[src/rtl/icache_pkg.sv]
// Shared instruction-cache definitions: refill FSM states and line/address geometry.
package icache_pkg;

  typedef enum logic [1:0] {
    IDLE  = 2'd0,
    REQ   = 2'd1,
    FILL  = 2'd2,
    WRITE = 2'd3
  } refill_state_t;

  localparam int BLOCK_WIDTH    = 512;
  localparam int MEM_DATA_WIDTH = 64;
  localparam int BYTE_OFFSET_W  = 2;
  localparam int WORD_OFFSET_W  = 4;
  localparam int INDEX_W        = 8;
  localparam int WORD_COUNT     = 1 << WORD_OFFSET_W;
  localparam int BLOCK_COUNT    = 1 << INDEX_W;
  localparam int BLOCK_OFFSET_W = BYTE_OFFSET_W + WORD_OFFSET_W;

endpackage

[src/rtl/icache_refill_ctrl_line_assembler.sv]
// Refill beat counter plus line buffer; beat k lands in bits [k*BEAT_WIDTH +: BEAT_WIDTH].
module icache_refill_ctrl_line_assembler #(
  parameter  int BLOCK_WIDTH = 512,
  parameter  int BEAT_WIDTH  = 64,
  localparam int BEAT_COUNT  = BLOCK_WIDTH / BEAT_WIDTH,
  localparam int IDX_W       = (BEAT_COUNT > 1) ? $clog2(BEAT_COUNT) : 1
) (
  input  logic                   clk,
  input  logic                   arstn,
  input  logic                   i_beat_valid,
  input  logic [BEAT_WIDTH-1:0]  i_beat_data,
  output logic [IDX_W-1:0]       o_beat_idx,
  output logic [BLOCK_WIDTH-1:0] o_line,
  output logic                   o_done
);

  localparam logic [IDX_W-1:0] LAST_IDX = IDX_W'(BEAT_COUNT - 1);

  logic [IDX_W-1:0]       r_beat_idx;
  logic [BLOCK_WIDTH-1:0] r_line;

  always_ff @(posedge clk or negedge arstn) begin
    if (!arstn) begin
      r_beat_idx <= '0;
    end else if (i_beat_valid) begin
      r_beat_idx <= (r_beat_idx == LAST_IDX) ? '0 : r_beat_idx + 1'b1;
    end
  end

  // Data path only: the buffer keeps its contents across reset.
  always_ff @(posedge clk) begin
    if (i_beat_valid) begin
      r_line[int'(r_beat_idx) * BEAT_WIDTH +: BEAT_WIDTH] <= i_beat_data;
    end
  end

  assign o_beat_idx = r_beat_idx;
  assign o_line     = r_line;
  assign o_done     = i_beat_valid & (r_beat_idx == LAST_IDX);

endmodule

[src/rtl/icache_refill_ctrl.sv]
// Instruction-cache refill controller: stalls fetch on a miss, reads one block, writes the line.
// Optional perf counters o_miss_count / o_refill_cycles are built when ICACHE_REFILL_PERF_EN is defined.
//   state | meaning
//   IDLE  | cache address follows fetch; a valid miss latches the address
//   REQ   | block-aligned read request held until accepted
//   FILL  | collecting beats into the line buffer
//   WRITE | one-cycle cache line write of the assembled block
module icache_refill_ctrl #(
  parameter int ADDR_WIDTH     = 64,
  parameter int BLOCK_WIDTH    = 512,
  parameter int MEM_DATA_WIDTH = 64
) (
  input  logic                      clk,
  input  logic                      arstn,
  input  logic                      i_fetch_valid,
  input  logic [ADDR_WIDTH-1:0]     i_fetch_addr,
  input  logic                      i_cache_hit,
  output logic                      o_stall,
  output logic [ADDR_WIDTH-1:0]     o_cache_addr,
  output logic                      o_cache_we,
  output logic [BLOCK_WIDTH-1:0]    o_cache_block,
  output logic                      o_mem_req_valid,
  input  logic                      i_mem_req_ready,
  output logic [ADDR_WIDTH-1:0]     o_mem_addr,
  input  logic                      i_mem_rvalid,
  input  logic [MEM_DATA_WIDTH-1:0] i_mem_rdata,
`ifdef ICACHE_REFILL_PERF_EN
  output logic [31:0]               o_miss_count,
  output logic [31:0]               o_refill_cycles,
`endif
  input  logic                      i_mem_rlast
);

  import icache_pkg::*;

  localparam int BEAT_COUNT = BLOCK_WIDTH / MEM_DATA_WIDTH;
  localparam int OFFSET_W   = $clog2(BLOCK_WIDTH / 8);
  localparam int IDX_W      = (BEAT_COUNT > 1) ? $clog2(BEAT_COUNT) : 1;
  localparam logic [IDX_W-1:0] LAST_IDX = IDX_W'(BEAT_COUNT - 1);

  refill_state_t         r_state;
  logic [ADDR_WIDTH-1:0] r_miss_addr;
  logic [ADDR_WIDTH-1:0] r_mem_addr;
  logic                  r_mem_req_valid;
  logic                  r_cache_we;

  logic                  w_miss;
  logic                  w_beat_valid;
  logic                  w_line_done;
  logic [IDX_W-1:0]      w_beat_idx;
  logic [BLOCK_WIDTH-1:0] w_line;

  assign w_miss       = i_fetch_valid & ~i_cache_hit;
  assign w_beat_valid = (r_state == FILL) & i_mem_rvalid;

  icache_refill_ctrl_line_assembler #(
    .BLOCK_WIDTH (BLOCK_WIDTH),
    .BEAT_WIDTH  (MEM_DATA_WIDTH)
  ) u_line_assembler (
    .clk          (clk),
    .arstn        (arstn),
    .i_beat_valid (w_beat_valid),
    .i_beat_data  (i_mem_rdata),
    .o_beat_idx   (w_beat_idx),
    .o_line       (w_line),
    .o_done       (w_line_done)
  );

  always_ff @(posedge clk or negedge arstn) begin
    if (!arstn) begin
      r_state         <= IDLE;
      r_miss_addr     <= '0;
      r_mem_addr      <= '0;
      r_mem_req_valid <= 1'b0;
      r_cache_we      <= 1'b0;
    end else begin
      r_cache_we <= 1'b0;
      case (r_state)
        IDLE: begin
          if (w_miss) begin
            r_miss_addr     <= i_fetch_addr;
            r_mem_addr      <= {i_fetch_addr[ADDR_WIDTH-1:OFFSET_W], {OFFSET_W{1'b0}}};
            r_mem_req_valid <= 1'b1;
            r_state         <= REQ;
          end
        end
        REQ: begin
          if (i_mem_req_ready) begin
            r_mem_req_valid <= 1'b0;
            r_mem_addr      <= '0;
            r_state         <= FILL;
          end
        end
        FILL: begin
          if (w_line_done) begin
            r_cache_we <= 1'b1;
            r_state    <= WRITE;
          end
        end
        WRITE: begin
          r_state <= IDLE;
        end
        default: begin
          r_state <= IDLE;
        end
      endcase
    end
  end

  // In IDLE the stall is a same-cycle lookup result so the PC holds on the miss cycle itself.
  assign o_stall         = (r_state == IDLE) ? w_miss : 1'b1;
  assign o_cache_addr    = (r_state == IDLE) ? i_fetch_addr : r_miss_addr;
  assign o_cache_we      = r_cache_we;
  assign o_cache_block   = w_line;
  assign o_mem_req_valid = r_mem_req_valid;
  assign o_mem_addr      = r_mem_addr;

`ifdef ICACHE_REFILL_PERF_EN
  logic [31:0] r_miss_count;
  logic [31:0] r_refill_cycles;

  always_ff @(posedge clk or negedge arstn) begin
    if (!arstn) begin
      r_miss_count    <= '0;
      r_refill_cycles <= '0;
    end else begin
      if ((r_state == IDLE) && w_miss) begin
        r_miss_count <= r_miss_count + 32'd1;
      end
      if (r_state != IDLE) begin
        r_refill_cycles <= r_refill_cycles + 32'd1;
      end
    end
  end

  assign o_miss_count    = r_miss_count;
  assign o_refill_cycles = r_refill_cycles;
`endif

  // The beat counter decides placement; rlast is only cross-checked against it.
  a_rlast_on_last_beat: assert property (@(posedge clk) disable iff (!arstn)
    ((r_state == FILL) && i_mem_rvalid) |-> (i_mem_rlast == (w_beat_idx == LAST_IDX)));

  a_no_stray_beats: assert property (@(posedge clk) disable iff (!arstn)
    !(i_mem_rvalid && ((r_state == IDLE) || (r_state == REQ))));

endmodule

[config.mk]
export PLATFORM = sky130hd
export DESIGN_NAME = icache_refill_ctrl
export DESIGN_NICKNAME = d
export VERILOG_FILES = /design/src/rtl/icache_pkg.sv /design/src/rtl/icache_refill_ctrl_line_assembler.sv /design/src/rtl/icache_refill_ctrl.sv
export SDC_FILE = /design/constraint.sdc
export NUM_CORES = 1
export LEC_CHECK = 0
export CAP_MARGIN = 20
export CORE_AREA = 8 8 293 295
export CTS_CLUSTER_DIAMETER = 50
export CTS_CLUSTER_SIZE = 25
export DETAILED_ROUTE_END_ITERATION = 10
export DIE_AREA = 0 0 301 303
export GPL_ROUTABILITY_DRIVEN = 0
export SLEW_MARGIN = 20
export SYNTH_ARGS = -nofsm -noshare
export SYNTH_HDL_FRONTEND = slang
export SYNTH_SLANG_ARGS = --single-unit
[constraint.sdc]
create_clock -name clk -period 12.6 [get_ports clk]
set_input_delay 1.26 -clock clk [delete_from_list [all_inputs] [get_ports clk]]
set_output_delay 1.26 -clock clk [all_outputs]
set_load 0.02 [all_outputs]
**Yosys cells after proc, flatten, opt, wreduce, memory -nomap -nowiden**

Cells that the tools add are included.

- Add/sub/neg operators: 2
- $mul: 0
- Div/mod/pow operators: 0
- Magnitude comparators: 0
- Equality and inequality tests: 7
- Shift-type cells: 2
- Multiplexer cells: 16
- Bitwise gates (word level): 4
- Reduce and logical (&&, ||, !) cells: 5

Operators by type and width:

| cell | number |
|---|---|
| bitwise mux 512 bit | 1 |
| variable shift 64 x 33 -> 512 bit (first input constant) | 1 |
| indexed part select 64 x 33 -> 512 bit | 1 |
| two-way mux 64 bit | 3 |
| case mux 64 bit (2 select lines) | 1 |
| negator 9 -> 33 bit | 1 |
| case mux 2 bit (4 select lines) | 1 |
| two-way mux 2 bit | 3 |
| AND reduction 3 bit | 2 |
| two-way mux 1 bit | 5 |
| == test 2 bit (second input constant) | 2 |
| != test 2 bit (second input constant) | 2 |
| adder 3 x 1 -> 3 bit (second input constant) | 1 |
| AND 1 bit | 3 |
| == test 3 bit (second input constant) | 1 |
| two-way mux 3 bit | 1 |
| == test 2 x 1 -> 1 bit (second input constant) | 1 |
| zero test 2 bit | 1 |
| != test 2 x 1 -> 1 bit (second input constant) | 1 |
| case mux 1 bit (2 select lines) | 1 |
| AND reduction 2 bit | 1 |
| nonzero test 2 bit | 1 |
| inverter 1 bit | 1 |

- Bits in registers: 647
- Bits in latches: 0
- Bits in writable memories: 0
- Bits in read-only memories: 0
- Input bits: 135
- Word-level logic and storage cells: 43
- Memories kept: 0

**Logic depth before layout (Yosys ltp)**

Gate-level depths: netlist of run 1.

- Depth after elaboration: 5
- Mapped depth: 12

**By module**

A second synthesis of run 1 with hierarchy kept.

- Cells, all modules: 1664
- Area, all modules: 26153.8 µm²

Modules (own cells, without submodules):

| module | times used | cells each | area each (µm²) | sequential area each (µm²) |
|---|---|---|---|---|
| icache_refill_ctrl_line_assembler | 1 | 1240 | 20185.6 | 15449.8 |
| icache_refill_ctrl | 1 | 424 | 5968.2 | 3153.0 |

**Least setup slack after synthesis of run 1**

OpenSTA, ideal clock, no wires.

- Path kind: reg2reg
- Start: register, netlist name u_line_assembler.o_beat_idx[0]
- End: register u_line_assembler.r_line[256] (netlist: u_line_assembler.o_line[256]) (enable)
- Library setup time: 644 ps
- Data arrival time: 8218 ps
- Data required time: 11956 ps
- Path slack: 3738 ps
- Stages on the path, launching flop included: 12
- Path buffers: 5
- Clock period less this slack: 8862 ps
- Path through: dfrtp_1 -> buf_6 -> buf_2 -> buf_1 -> inv_1 -> ha_1 -> ha_1 -> buf_2 -> nand2b_1 -> nand2b_1 -> buf_4 -> nor4_1

RTL lines:

| element | line | text |
|---|---|---|
| end signal, assigned by index | icache_refill_ctrl_line_assembler.sv:33 | `r_line[int'(r_beat_idx) * BEAT_WIDTH +: BEAT_WIDTH] <= i_beat_data;` |
| end, declared | icache_refill_ctrl_line_assembler.sv:20 | `logic [BLOCK_WIDTH-1:0] r_line;` |

==> summary.txt, run 1 <==
Initial antenna violation count = 12
Final setup vio count = 0
H-Tree Depth = 3
F_max = 209.0 MHz
Clock Tree Buf Depth = 3
Crit path max-delay family = simple AND/OR/NAND/NOR gates
Area share of the largest cell type after synthesis = 0.6304
Initial core utilization = 0.3004
Pwr/cell area = 209.6 nW/um^2
Synth Area in Compound Gates = 0.02242
Layout overhead on the synthesized area = 46.61%
Hold Slack = 499.8 ps
Clock Latency Late Sink = 650 ps
Fin. max-slew vios = 0
Clk slew on worst S/H paths = 70 ps
Synth Area in Adders = 0.005643
Leading cell type in the layout, fill and taps excluded = clkdlybuf4s50_1
Most common cell type on the critical path = ha_1
Final TNS setup = 0 ps
Largest family of logic cells by synthesized area = simple AND/OR/NAND/NOR gates
Post-synth cell types = 33
LEAKAGE = 12.81 nW
Cts hold-fix bufs = 0
Critical Path Slowest Stage Cell = dfrtp_4
Pre-CTS WS = 7756 ps
Synthesized area = 24390 sq um
Nets = 2484
Final WS setup = 7815 ps
Worst EP required = 12840 ps
Post-synthesis xor/xnor area fraction = 0
DIE HEIGHT = 303 microns
Max_slew headroom = 0.3099
Post-CTS Setup Repair Bufs = 0
Part of the cycle the worst path needs = 0.3798
CP Data Arrival Time = 5020 ps
Hold Path Class = flop to flop
Vias in the first global route = 16.92k
CP Capture Type = flop
Half-perimeter wire length after placement = 70.88 mm
Iteration-0 DRC Markers = 1252
Maximum VDD drop = 0.2305 mV
Worst path max stage delay = 990 ps
Syn Inst Count = 1563
Register area share after synthesis = 0.7627
Total GRT Usage = 0.2050
Core Region = 81190 sq um
RSZ-0062 raised after global routing = no
Cell Rows = 105
Root Driver = clkbuf_16
Vias = 16.27k
Syn Area/Cell = 15.60 sq um
Yosys reg bits = 641
Seq pwr share = 0.376
DIE AREA = 91200 sq um
Worst-Margin Slew = 1035 ps
Design Area, Final = 35760 sq um
Final ANT Viol Nets = 0
TritonCTS buffer count = 70
Kind of critical path = flop to flop
CP cell instances = inv_1 > ha_1 > ha_1 > nand2b_1 > nand2b_4 > nor4_2 > buf_4
Clock share of power = 0.296
Share of layout cells above drive strength 1 = 0.1260
Top cells by area, synth = edfxtp_1 63%, dfrtp_1 13%, and2_1 6.6%, mux2_2 6.0%, nor2_1 4.1%
Worst Path Max Fanout = 65
Post-synth top area cell = edfxtp_1
Status = finished clean
Post-CTS sizing = 0
Max-cap violations = 0
CTS Sinks = 641
Clock Skew = 42.56 ps
WL final = 97.78 mm
Post-DP Area = 33170 sq um
Internal power = 0.004808 W
DRC viols = 0
Most frequent cells in the layout = 769 x clkdlybuf4s50_1, 512 x edfxtp_1, 260 x nor2_1
Post-synthesis mux area share = 0.06048
WL/cell = 28.16 microns
IO Pins = 778
Via density = 4.685
Combinational Power Share = 0.328
Global-route wire length before repair = 133.0 mm
Sw Share = 0.3584
I/O Buffers = 770
CP startpoint kind = flop
Chip width = 301 microns
Min cycle time layout = 4785 ps
CTS tree = yes
NetSw = 0.002686 W
Total grt overflow = 0
Final Hold Vio Count = 0
Post-synthesis simple-gate area fraction = 0.1261
Pre-Repair DR Iteration Count = 5
Largest net degree at the start of global routing = 70
Buf/Inv on CP = 2
Yosys warning count = 0
## metal layers
metal  vias to the layer above  share of wire  global-route usage
li1                       7065              -                   -
met1                      8131           0.34              0.2164
met2                       915           0.51              0.3652
met3                       143           0.11             0.08009
met5                         -        0.00092                   0
met4                        14          0.034             0.08120
## worst paths after layout
| path | depth (start not counted) | to | slack [ps] | from |
|---|---|---|---|---|
| worst max-delay path | 7 | u_line_assembler.o_line[280] | 7810 | u_line_assembler.o_beat_idx[0] |
| worst min-delay path | 1 | r_miss_addr[13] | 500 | r_miss_addr[13] |
| worst max register to register | 7 | u_line_assembler.o_line[280] | 7810 | u_line_assembler.o_beat_idx[0] |
| worst min register to register | 1 | r_miss_addr[13] | 500 | r_miss_addr[13] |
| max in group asynchronous | 2 | u_line_assembler.o_beat_idx[0] | 10330 | arstn |
| min in group asynchronous | 1 | o_mem_addr[61] | 730 | arstn |
## flip-flops by register name, summed over array words and instances, names as in the netlist
| register | cells |
|---|---|
| u_line_assembler.o_beat_idx | 3 |
| o_mem_req_valid | 1 |
| u_line_assembler.o_line | 512 |
| r_miss_addr | 64 |
| o_cache_we | 1 |
| o_mem_addr | 58 |
| r_state | 2 |
## cells by family after synthesis
group,after synthesis
buffers and inverters,99
AO/OA/AOI/OAI,63
multiplexers,131
AND/OR/NAND/NOR,617
adder cells (fa/ha/maj),11
other,1
flip-flops,641
## stage by stage
stage               utilization  total power [W]  std cells
detailed placement       0.4086         0.005338       3336
global route             0.4402         0.007812       3466
floorplan                     -         0.004267       1568
global placement         0.4086         0.005313       3336
CTS                      0.4402         0.007570       3466
finish                   0.4404         0.007494       3472
## synth_stat cells
master and n:
inv_1 5, a22o_1 58, nor3_1 4, nand2b_1 6
conb_1 1, edfxtp_1 512, or3_1 1, a22oi_1 1
nand2_1 70, buf_2 30, buf_6 7, buf_4 19
nand2_2 1, o21ai_0 1, nand3b_1 1, nand3_1 3
nor2b_1 2, ha_1 11, clkbuf_2 12, and2_1 256
clkbuf_1 24, and3_1 3, nand3_2 1, a221o_1 1
a21o_1 1, nor3_4 1, nor2_1 264, buf_1 2
nor4_4 3, dfrtp_1 129, a211o_1 1, mux2_2 131
nor4_1 1
## power groups by stage
stage / Clock [W] / Combinational, W / Sequential, W
2_1_floorplan: 0 / 0.00129 / 0.00298
3_3_place_gp: 0 / 0.00247 / 0.00284
3_5_place_dp: 0 / 0.00248 / 0.00285
4_1_cts: 0.00226 / 0.00250 / 0.00281
5_1_grt: 0.00235 / 0.00262 / 0.00285
6_report: 0.00222 / 0.00246 / 0.00282
## final cells by class
| type | instances | area, sq um |
|---|---|---|
| flip-flops and latches | 641 | 18610 |
| well taps | 1070 | 1339 |
| repair buffers | 792 | 7870 |
| clock inverters | 56 | 800.8 |
| inverters | 5 | 18.77 |
| fillers | 7293 | 45430 |
| clock buffers | 74 | 1767 |
| diodes | 6 | 15.01 |
| multi-input cells | 828 | 5340 |
Note: power is estimated with default switching activity, not from simulation.
==> run 2: changes to the inputs <==
Clock period 12.6 ns to 4.5 ns, I/O delays scaled along.
==> summary.txt, run 2 (synthesized netlist as in run 1, its figures left out) <==
Status = finished clean
IO Pins = 778 (unchanged)
Fill cells = 7198 (-1.3%)
Critical Path Slowest Stage Cell = ha_4
Nets = 2498 (+0.56%)
Cell Rows = 105 (unchanged)
Worst R2R Setup Slack = 1320 ps (-6490 ps)
Final Hold Vio Count = 0 (unchanged)
Hold Path Class = input pin to async pin
Kind of critical path = flop to output port
Pwr/cell area = 587.9 nW/um^2 (+180%)
Worst-Margin Slew = 950.5 ps (-84.71 ps)
Post-CTS Setup Repair Bufs = 0 (unchanged)
LEAKAGE = 12.91 nW (+0.81%)
R2R cell count = 5 (-2)
CTS Sinks = 641 (unchanged)
Final ANT Viol Nets = 0 (unchanged)
Worst r2r src = u_line_assembler.o_beat_idx[0]
Fin util = 0.4436 (+0.003174)
Max-cap violations = 0 (unchanged)
WL final = 99.69 mm (+2.0%)
Root Driver = clkbuf_16
Pre-Repair DR Iteration Count = 5 (unchanged)
Worst R2R End = u_line_assembler.o_line[139]
Max_slew headroom = 0.3663 (+0.05647)
DRC viols = 0 (unchanged)
Maximum VDD drop = 0.5867 mV (+150%)
DIE HEIGHT = 303 microns (unchanged)
Largest register FFs = 512 (unchanged)
Layout overhead on the synthesized area = 47.66%
CP Capture Type = output port
Part of the cycle the worst path needs = 0.7900
CP startpoint kind = flop
CTS tree = yes
Vias in the first global route = 16.73k (-1.1%)
Share of layout cells above drive strength 1 = 0.1314 (+0.005328)
Critical Path Stages = 5 (-2)
Initial antenna violation count = 14 (+2)
Core Region = 81190 sq um (unchanged)
CP Data Arrival Time = 3100 ps (-1920 ps)
F_max = 281.3 MHz
Initial core utilization = 0.3004 (unchanged)
Global-route wire length before repair = 133.7 mm (+0.57%)
H-Tree Depth = 3 (unchanged)
Leading cell type in the layout, fill and taps excluded = clkdlybuf4s50_1
RSZ-0062 raised after global routing = no
Total grt overflow = 0 (unchanged)
Worst EP required = 4050 ps (-8790 ps)
Chip width = 301 microns (unchanged)
Fin. max-slew vios = 0 (unchanged)
Final setup vio count = 0 (unchanged)
Buf/Inv on CP = 3 (+1)
Via density = 4.653 (-0.70%)
Total GRT Usage = 0.2080 (+0.003021)
Crit path max-delay family = buffers and inverters
Min cycle time layout = 3555 ps
Worst path max stage delay = 660 ps (-330 ps)
Post-route total power = 0.02117 W (+180%)
Clock Tree Buf Depth = 3 (unchanged)
Clock Latency Late Sink = 650 ps (about the same)
Worst Path Max Fanout = 52 (-20%)
Largest net degree at the start of global routing = 94 (+34%)
Most frequent cells in the layout = 769 x clkdlybuf4s50_1, 512 x edfxtp_1, 260 x nor2_1
WL/cell = 28.57 microns (+1.4%)
Half-perimeter wire length after placement = 73.05 mm (+3.1%)
DIE AREA = 91200 sq um (unchanged)
Clk slew on worst S/H paths = 70 ps (about the same)
TritonCTS buffer count = 74 (+5.7%)
Clock Skew = 55.77 ps (+13.21 ps)
CP cell instances = inv_1 > ha_4 > buf_4 > mux2_2 > clkdlybuf4s50_1
Vias = 16.24k (-0.18%)
Iteration-0 DRC Markers = 1170 (-6.5%)
I/O Buffers = 770 (unchanged)
[run 2: cell count changes in the layout (fill, tap and decap cells not counted), moves of 2 or more]
| cell | change |
|---|---|
| buf_12 | +8 |
| clkinv_4 | +4 |
| bufinv_16 | -2 |
| clkbuf_16 | +4 |
| clkbuf_1 | -2 |
| inv_6 | +4 |
| nor3_4 | +3 |
| clkinv_8 | -6 |
| clkinv_1 | +3 |
| clkinvlp_4 | +2 |
| inv_8 | +3 |
| nor3_2 | -3 |
[run 2: worst max-delay path by stage]
stage	from	endpoint	slack (ps)
6_report	r_state[0]	o_cache_addr[60]	950
5_1_grt	r_state[0]	o_cache_addr[60]	780
4_1_cts	r_state[0]	o_cache_addr[60]	830
3_5_place_dp	u_line_assembler.o_beat_idx[0]	u_line_assembler.o_line[139]	1230
3_3_place_gp	u_line_assembler.o_beat_idx[0]	u_line_assembler.o_line[181]	1280
2_1_floorplan	u_line_assembler.o_beat_idx[0]	u_line_assembler.o_line[100]	-250
[run 2: what timing repair did]
item                                    in CTS  in global routing
hold endpoints to repair                    91                  0
endpoints found under the setup margin       0                  0
hold buffers                                 1                  0
resized for setup                            0                  0
[run 2: metrics by stage]
step | setup slack (ps) | hold slack [ps] | instances | setup TNS (ps) | cell area (sq um)
detailed placement | 1229 | 490.0 | 3345 | 0 | 33400
global route | 777.3 | 463.8 | 3485 | 0 | 36000
finish | 945.0 | 457.3 | 3490 | 0 | 36010
floorplan | -254.5 | 154.4 | 1568 | -47900 | 24450
global placement | 1277 | 472.3 | 3345 | 0 | 33400
CTS | 826.0 | 431.0 | 3483 | 0 | 36000
[run 2: routing by layer]
metal / up-vias / global-route usage / wire (microns)
met5: - / 0 / 118
met4: 18 / 0.1003 / 4525
met3: 170 / 0.08758 / 11100
met2: 817 / 0.3699 / 50950
met1: 8134 / 0.2089 / 33000
li1: 7099 / - / -
[run 2: final cells by class]
type                            instances  area (sq um)  area share
Sequential cell                       641         18610      0.5166
Timing Repair Buffer                  802          8051      0.2236
Multi-Input combinational cell        828          5391      0.1497
Clock buffer                           76          1859     0.05163
Tap cell                             1070          1339     0.03717
Clock inverter                         61         730.7     0.02029
Inverter                                5         18.77   0.0005211
Antenna cell                            7         17.52   0.0004864
[run 2: power by group]
part / switching (W) / leakage [nW] / total, W / internal, W
combinational: 0.00434 / 5.44 / 0.00710 / 0.00276
clock: 0.00290 / 1.24 / 0.00626 / 0.00336
sequential: 0.000406 / 6.23 / 0.00782 / 0.00741
total: 0.00765 / 12.9 / 0.0212 / 0.0135
